`config.mk`:
```
export PLATFORM = sky130hd
export DESIGN_NAME = pll_lock_sequencer
export DESIGN_NICKNAME = d
export VERILOG_FILES = /design/src/rtl/pll_seq_pkg.sv /design/src/rtl/sync_bit.sv /design/src/rtl/pll_lock_sequencer.sv
export SDC_FILE = /design/constraint.sdc
export NUM_CORES = 1
export LEC_CHECK = 0
export BUFFER_PORTS_ARGS = -buffer_cell sky130_fd_sc_hd__buf_4
export CAP_MARGIN = 20
export CORE_ASPECT_RATIO = 1.5
export CORE_MARGIN = 2
export CORE_UTILIZATION = 50
export DETAILED_ROUTE_END_ITERATION = 10
export GPL_TIMING_DRIVEN = 1
export PLACE_DENSITY = 0.7
export REMOVE_ABC_BUFFERS = 1
export SYNTH_ARGS = -nofsm -noshare
export SYNTH_HDL_FRONTEND = slang
export SYNTH_HIERARCHICAL = 1
export SYNTH_SLANG_ARGS = --single-unit
```
`constraint.sdc`:
```
create_clock -name refclk -period 2.65 [get_ports refclk]
set_input_delay 0.53 -clock refclk [delete_from_list [all_inputs] [get_ports refclk]]
set_output_delay 0.53 -clock refclk [all_outputs]
set_load 0.01 [all_outputs]
```
`src/rtl/pll_seq_pkg.sv`:
```
// Shared state encodings and sizing helpers for the PLL lock sequencer.
package pll_seq_pkg;

  localparam int unsigned STATE_W = 3;
  localparam int unsigned RETRY_W = 2;

  localparam logic [2:0] ST_PLL_RST   = 3'd0;
  localparam logic [2:0] ST_WAIT_LOCK = 3'd1;
  localparam logic [2:0] ST_STABLE    = 3'd2;
  localparam logic [2:0] ST_HOLD      = 3'd3;
  localparam logic [2:0] ST_RUN       = 3'd4;
  localparam logic [2:0] ST_FAULT     = 3'd5;

  // Counter width wide enough to reach (largest cycle count - 1).
  function automatic int unsigned cnt_width(input int unsigned a, input int unsigned b,
                                            input int unsigned c, input int unsigned d);
    int unsigned m;
    m = a;
    if (b > m) m = b;
    if (c > m) m = c;
    if (d > m) m = d;
    return (m < 2) ? 1 : $clog2(m);
  endfunction

endpackage

```
`src/rtl/sync_bit.sv`:
```
// Multi-flop synchronizer for a single asynchronous level.
module sync_bit #(
  parameter int unsigned STAGES = 2
) (
  input  logic clk,
  input  logic rst_n,
  input  logic d,
  output logic q
);

  logic [STAGES-1:0] sync_q;

  // Shift the asynchronous input through the flop chain.
  always_ff @(posedge clk or negedge rst_n) begin
    if (!rst_n) sync_q <= '0;
    else        sync_q <= {sync_q[STAGES-2:0], d};
  end

  assign q = sync_q[STAGES-1];

endmodule

```
`src/rtl/pll_lock_sequencer.sv`:
```
// PLL reset / lock-qualification sequencer running on the PLL reference clock.
module pll_lock_sequencer
  import pll_seq_pkg::*;
#(
  parameter int unsigned SYNC_STAGES         = 2,
  parameter int unsigned PLL_RST_CYCLES      = 64,
  parameter int unsigned LOCK_TIMEOUT_CYCLES = 7425000,
  parameter int unsigned LOCK_STABLE_CYCLES  = 1024,
  parameter int unsigned HOLD_CYCLES         = 256,
  parameter int unsigned MAX_RETRIES         = 3
) (
  input  logic       refclk,
  input  logic       rst_n,
  input  logic       soft_reset_i,
  input  logic       pll_locked_i,
  output logic       pll_rst_o,
  output logic       core_reset_n_o,
  output logic       ready_o,
  output logic       lock_lost_o,
  output logic       fault_o,
  output logic [1:0] retry_cnt_o
);

  localparam int unsigned CNT_W = cnt_width(PLL_RST_CYCLES, LOCK_TIMEOUT_CYCLES,
                                            LOCK_STABLE_CYCLES, HOLD_CYCLES);

  logic               locked_s;
  logic [STATE_W-1:0] state_q, state_d;
  logic [CNT_W-1:0]   phase_q, phase_d;
  logic [CNT_W-1:0]   tmo_q, tmo_d;
  logic [RETRY_W-1:0] retry_d, retry_inc;
  logic               lock_lost_d;
  logic               timeout;
  logic               tmo_now, tmo_next;

  sync_bit #(.STAGES(SYNC_STAGES)) u_sync_locked (
    .clk   (refclk),
    .rst_n (rst_n),
    .d     (pll_locked_i),
    .q     (locked_s)
  );

  // Next-state, counter and retry bookkeeping.
  always_comb begin
    state_d     = state_q;
    retry_d     = retry_cnt_o;
    lock_lost_d = 1'b0;
    tmo_now     = (state_q == ST_WAIT_LOCK) || (state_q == ST_STABLE);
    timeout     = tmo_now && (tmo_q == CNT_W'(LOCK_TIMEOUT_CYCLES - 1));
    retry_inc   = (retry_cnt_o == 2'd3) ? 2'd3 : retry_cnt_o + 2'd1;

    case (state_q)
      ST_PLL_RST: begin
        if (phase_q == CNT_W'(PLL_RST_CYCLES - 1)) state_d = ST_WAIT_LOCK;
      end
      ST_WAIT_LOCK, ST_STABLE: begin
        // Timeout wins over any lock activity so chatter cannot stall forever.
        if (timeout) begin
          retry_d = retry_inc;
          state_d = (retry_inc == RETRY_W'(MAX_RETRIES)) ? ST_FAULT : ST_PLL_RST;
        end else if (state_q == ST_WAIT_LOCK) begin
          if (locked_s) state_d = ST_STABLE;
        end else if (!locked_s) begin
          state_d = ST_WAIT_LOCK;
        end else if (phase_q == CNT_W'(LOCK_STABLE_CYCLES - 1)) begin
          state_d = ST_HOLD;
        end
      end
      ST_HOLD: begin
        if (!locked_s) begin
          state_d     = ST_PLL_RST;
          lock_lost_d = 1'b1;
        end else if (phase_q == CNT_W'(HOLD_CYCLES - 1)) begin
          state_d = ST_RUN;
          retry_d = '0;
        end
      end
      ST_RUN: begin
        if (!locked_s) begin
          state_d     = ST_PLL_RST;
          lock_lost_d = 1'b1;
        end
      end
      ST_FAULT: begin
        state_d = ST_FAULT;
      end
      default: begin
        state_d = ST_PLL_RST;
      end
    endcase

    if (soft_reset_i) begin
      state_d     = ST_PLL_RST;
      retry_d     = '0;
      lock_lost_d = 1'b0;
    end

    tmo_next = (state_d == ST_WAIT_LOCK) || (state_d == ST_STABLE);

    // Phase counter restarts on every state change and is held at zero during soft reset.
    if (soft_reset_i || (state_d != state_q))
      phase_d = '0;
    else if ((state_q == ST_PLL_RST) || (state_q == ST_STABLE) || (state_q == ST_HOLD))
      phase_d = phase_q + CNT_W'(1);
    else
      phase_d = phase_q;

    // Timeout spans WAIT_LOCK and STABLE together; it only restarts after a PLL reset.
    if (!soft_reset_i && tmo_now && tmo_next)
      tmo_d = tmo_q + CNT_W'(1);
    else
      tmo_d = '0;
  end

  // State, counters and outputs decoded from the next state.
  always_ff @(posedge refclk or negedge rst_n) begin
    if (!rst_n) begin
      state_q        <= ST_PLL_RST;
      phase_q        <= '0;
      tmo_q          <= '0;
      pll_rst_o      <= 1'b1;
      core_reset_n_o <= 1'b0;
      ready_o        <= 1'b0;
      lock_lost_o    <= 1'b0;
      fault_o        <= 1'b0;
      retry_cnt_o    <= '0;
    end else begin
      state_q        <= state_d;
      phase_q        <= phase_d;
      tmo_q          <= tmo_d;
      pll_rst_o      <= (state_d == ST_PLL_RST) || (state_d == ST_FAULT);
      core_reset_n_o <= (state_d == ST_RUN);
      ready_o        <= (state_d == ST_RUN);
      lock_lost_o    <= lock_lost_d;
      fault_o        <= (state_d == ST_FAULT);
      retry_cnt_o    <= retry_d;
    end
  end

endmodule

```
==> flow_metrics.py <==
metrics = {
    "cells_and_area": {
        "layout_commonest_cell": "dfrtp_1",
        "nets": 417,
        "stdcell_count": 516,
        "drive_gt1_share_pct": 23.1,
        "syn2layout_area_growth_pct": 14.4,
        "fin_util_pct": 59.7,
        "final_cell_area_sq_um": 4340,
        "num_antenna_cells": 0,
        "final_cell_mix": "dfrtp_1, nand3_1, buf_4, xnor2_1, nand2_1",
    },
    "worst_setup_path": {
        "startpoint": "phase_q[19]",
        "required_ns": 2.89,
        "endpoint_kind": "register",
        "cp.arrival_ns": 2.81,
        "r2r_slack_ns": 0.07,
        "reg2reg_to": "phase_q[11]",
        "cp-start-kind": "register",
        "crit_type": "reg2reg",
        "path_max_fanout": 10,
        "r2r_start": "phase_q[19]",
        "endpoint": "phase_q[11]",
        "reg2regPathDepth": 7,
    },
    "routing": {
        "drt_iter0_drc": 267,
        "drcViolationCount": 0,
        "vias_per_cell": 6.30,
        "wl_per_cell_microns": 18.7,
        "drt_wl_total_microns": 9660,
        "vias": 3251,
        "ant_nets": 0,
        "dr.pass1.iters": 5,
    },
    "synthesis": {
        "synth_seq_cells": 57,
        "synth_edf_count": 0,
        "syn-mean-instance-area_sq_um": 9.68,
        "seq_area_frac_synth_pct": 37.6,
        "syn_inst": 392,
        "ys_async_sr_fraction_pct": 100,
        "synth.distinct_cells": 66,
        "syn-cell-area_sq_um": 3790,
        "synth_flop_cell": "dfrtp_1",
        "synth_warnings": 6,
    },
    "flow_run": {
        "maxCapViolCount": 0,
    },
    "cts": {
        "root_buffer": "clkbuf_8",
        "cts_sinks": 57,
        "clkTransAtPathRegs_ns": 0.07,
        "cts-buffers-inserted": 9,
        "clk_latency_ns": 0.34,
        "cts.path.max_buffers": 2,
        "cts_tree": "yes",
        "hold_buffers": 0,
        "cts-htree-levels": 3,
        "post_cts_buffers": 0,
    },
    "global_routing": {
        "grt_max_degree": 58,
        "grtUsageTotal_pct": 25.1,
        "grt_pass1_vias": 3260,
        "grt_remaining_overflow": 0,
        "antenna_found_initial": 0,
        "grt_pass1_wl_microns": 16100,
    },
    "place": {
        "dpl_cell_area_sq_um": 4060,
        "gp_congestion": 0.888,
        "placedCellCount": 500,
        "portBuffers": 10,
        "place_hpwl_microns": 6760,
    },
    "floorplan": {
        "die_area_sq_um": 8310,
        "rows": 38,
        "ioPinCount": 11,
        "dieHeight_microns": 111,
        "die_w_microns": 75.1,
        "start_util_pct": 52.1,
        "core_sq_um": 7270,
    },
    "sta": {
        "period_minus_slack_ns": 2.58,
        "worst_slew_pin_slew_ns": 0.884,
        "period_share_pct": 97.2,
        "slew_violations": 0,
        "setup_viol": 0,
        "slew-limit-headroom_pct": 41.0,
        "fin_skew_ns": 0.00924,
        "hold_violations": 0,
        "grt_setup_unrepaired": "true",
        "finalSetupTns_ns": 0,
        "fmax_mhz": 388,
    },
    "pwr": {
        "cellLeakagePower_nw": 1.67,
        "p_per_area_nw_per_um2": 425,
        "power_mw": 1.85,
        "irDropWorstVdd_uv": 278,
    },
    "hold_path": {
        "hp-class": "in2async",
    },
    "outcome": {
        "outcome": "complete, no violations",
    },
}
flip-flops by register name, indices dropped and copies added (netlist names):
name,flops
ready_o,1
lock_lost_o,1
pll_rst_o,1
state_q,3
retry_cnt_o,2
fault_o,1
tmo_q,23
phase_q,23
u_sync_locked/sync_q,2
how the worst min path moves through the flow:
stage,cells past startpoint,to,slack (ns),from
6_report,1,phase_q[17],0.25,rst_n
5_1_grt,1,u_sync_locked/sync_q[0],0.29,pll_locked_i
4_1_cts,1,phase_q[17],0.26,rst_n
3_5_place_dp,0,u_sync_locked/sync_q[1],0.33,u_sync_locked/sync_q[0]
3_3_place_gp,0,u_sync_locked/sync_q[1],0.34,u_sync_locked/sync_q[0]
2_1_floorplan,0,fault_o,0.23,rst_n
cells in the mapped netlist (2+ instances only):
library cell / number / area (sq um)
a2111oi_2: 11 / 165
a21o_1: 2 / 15.0
a21oi_1: 2 / 10.0
and2_1: 7 / 43.8
and3_1: 9 / 56.3
and4_1: 6 / 52.6
buf_1: 3 / 11.3
buf_2: 4 / 20.0
buf_4: 2 / 15.0
buf_6: 3 / 33.8
clkbuf_1: 14 / 52.6
dfrtp_1: 56 / 1400
ha_1: 2 / 25.0
inv_1: 8 / 30.0
mux2i_1: 9 / 90.1
nand2_1: 24 / 90.1
nand2b_1: 2 / 12.5
nand3_1: 47 / 235
nand4_1: 20 / 125
nand4b_1: 9 / 78.8
nor2_1: 17 / 63.8
nor2b_1: 3 / 18.8
nor3_1: 19 / 95.1
nor4_1: 2 / 12.5
nor4_2: 2 / 25.0
nor4b_1: 2 / 17.5
nor4bb_1: 3 / 30.0
o211ai_1: 3 / 22.5
o21a_1: 2 / 15.0
o21ai_0: 6 / 30.0
o22a_1: 2 / 17.5
o22ai_1: 2 / 12.5
o31ai_1: 7 / 52.6
o31ai_2: 8 / 100
o41ai_2: 2 / 32.5
or3_1: 2 / 12.5
or3_4: 2 / 22.5
or4_1: 2 / 15.0
xnor2_1: 27 / 236
xor2_1: 13 / 114
repair_timing:
item,CTS,global route
hold endpoints to repair,0,0
gates resized for setup,4,6
endpoints found under the setup margin,27,30
pin swaps,0,1
final cells by class:
type	count	area, sq um
sequential	57	1430
inverter	10	37.5
timing repair buffer	34	268
fill	619	2930
multi-input combinational	299	2270
clock inverter	4	50.0
tap	100	125
clock buffer	12	165
critical path: stages, from the launching register on:
cell     delay (ns)
dfrtp_1        0.41
or3_4          0.43
or3_4          0.38
o32a_1         0.40
a31oi_2        0.20
o21ai_4        0.15
buf_4          0.22
o31ai_2        0.26
where the power goes:
| group | leakage [nW] | total [mW] | internal (mW) | switching [mW] |
|---|---|---|---|---|
| combinational | 0.778 | 0.0827 | 0.0282 | 0.0545 |
| sequential | 0.783 | 0.891 | 0.880 | 0.0109 |
| clock | 0.105 | 0.872 | 0.509 | 0.362 |
| total | 1.67 | 1.85 | 1.42 | 0.428 |
stage by stage:
stage,hold WS [ns],worst slack [ns]
2_1_floorplan,0.234,-0.657
3_3_place_gp,0.337,0.0329
3_5_place_dp,0.335,-0.100
4_1_cts,0.264,0.0337
5_1_grt,0.289,-0.0168
6_report,0.255,0.0745
layer usage:
| metal | share of wire, % | up-vias | wire [microns] | global-route usage [%] |
|---|---|---|---|---|
| met3 | 2.8 | 28 | 273 | 4.36 |
| li1 | - | 1519 | - | - |
| met2 | 54 | 86 | 5250 | 42.8 |
| met4 | 3.4 | 0 | 330 | 11.4 |
| met5 | 0 | - | 0 | 0 |
| met1 | 39 | 1618 | 3810 | 29.5 |
cells by family after synthesis:
| family | after synthesis | share of synthesized area (%) |
|---|---|---|
| AND/OR/NAND/NOR | 183 | 28.1 |
| flip-flops | 57 | 37.6 |
| multiplexers | 10 | 2.67 |
| adder cells (fa/ha/maj) | 2 | 0.660 |
| buffers and inverters | 36 | 4.49 |
| AO/OA/AOI/OAI | 64 | 17.2 |
| XOR/XNOR | 40 | 9.23 |
Note: power is estimated with default switching activity, not from simulation.
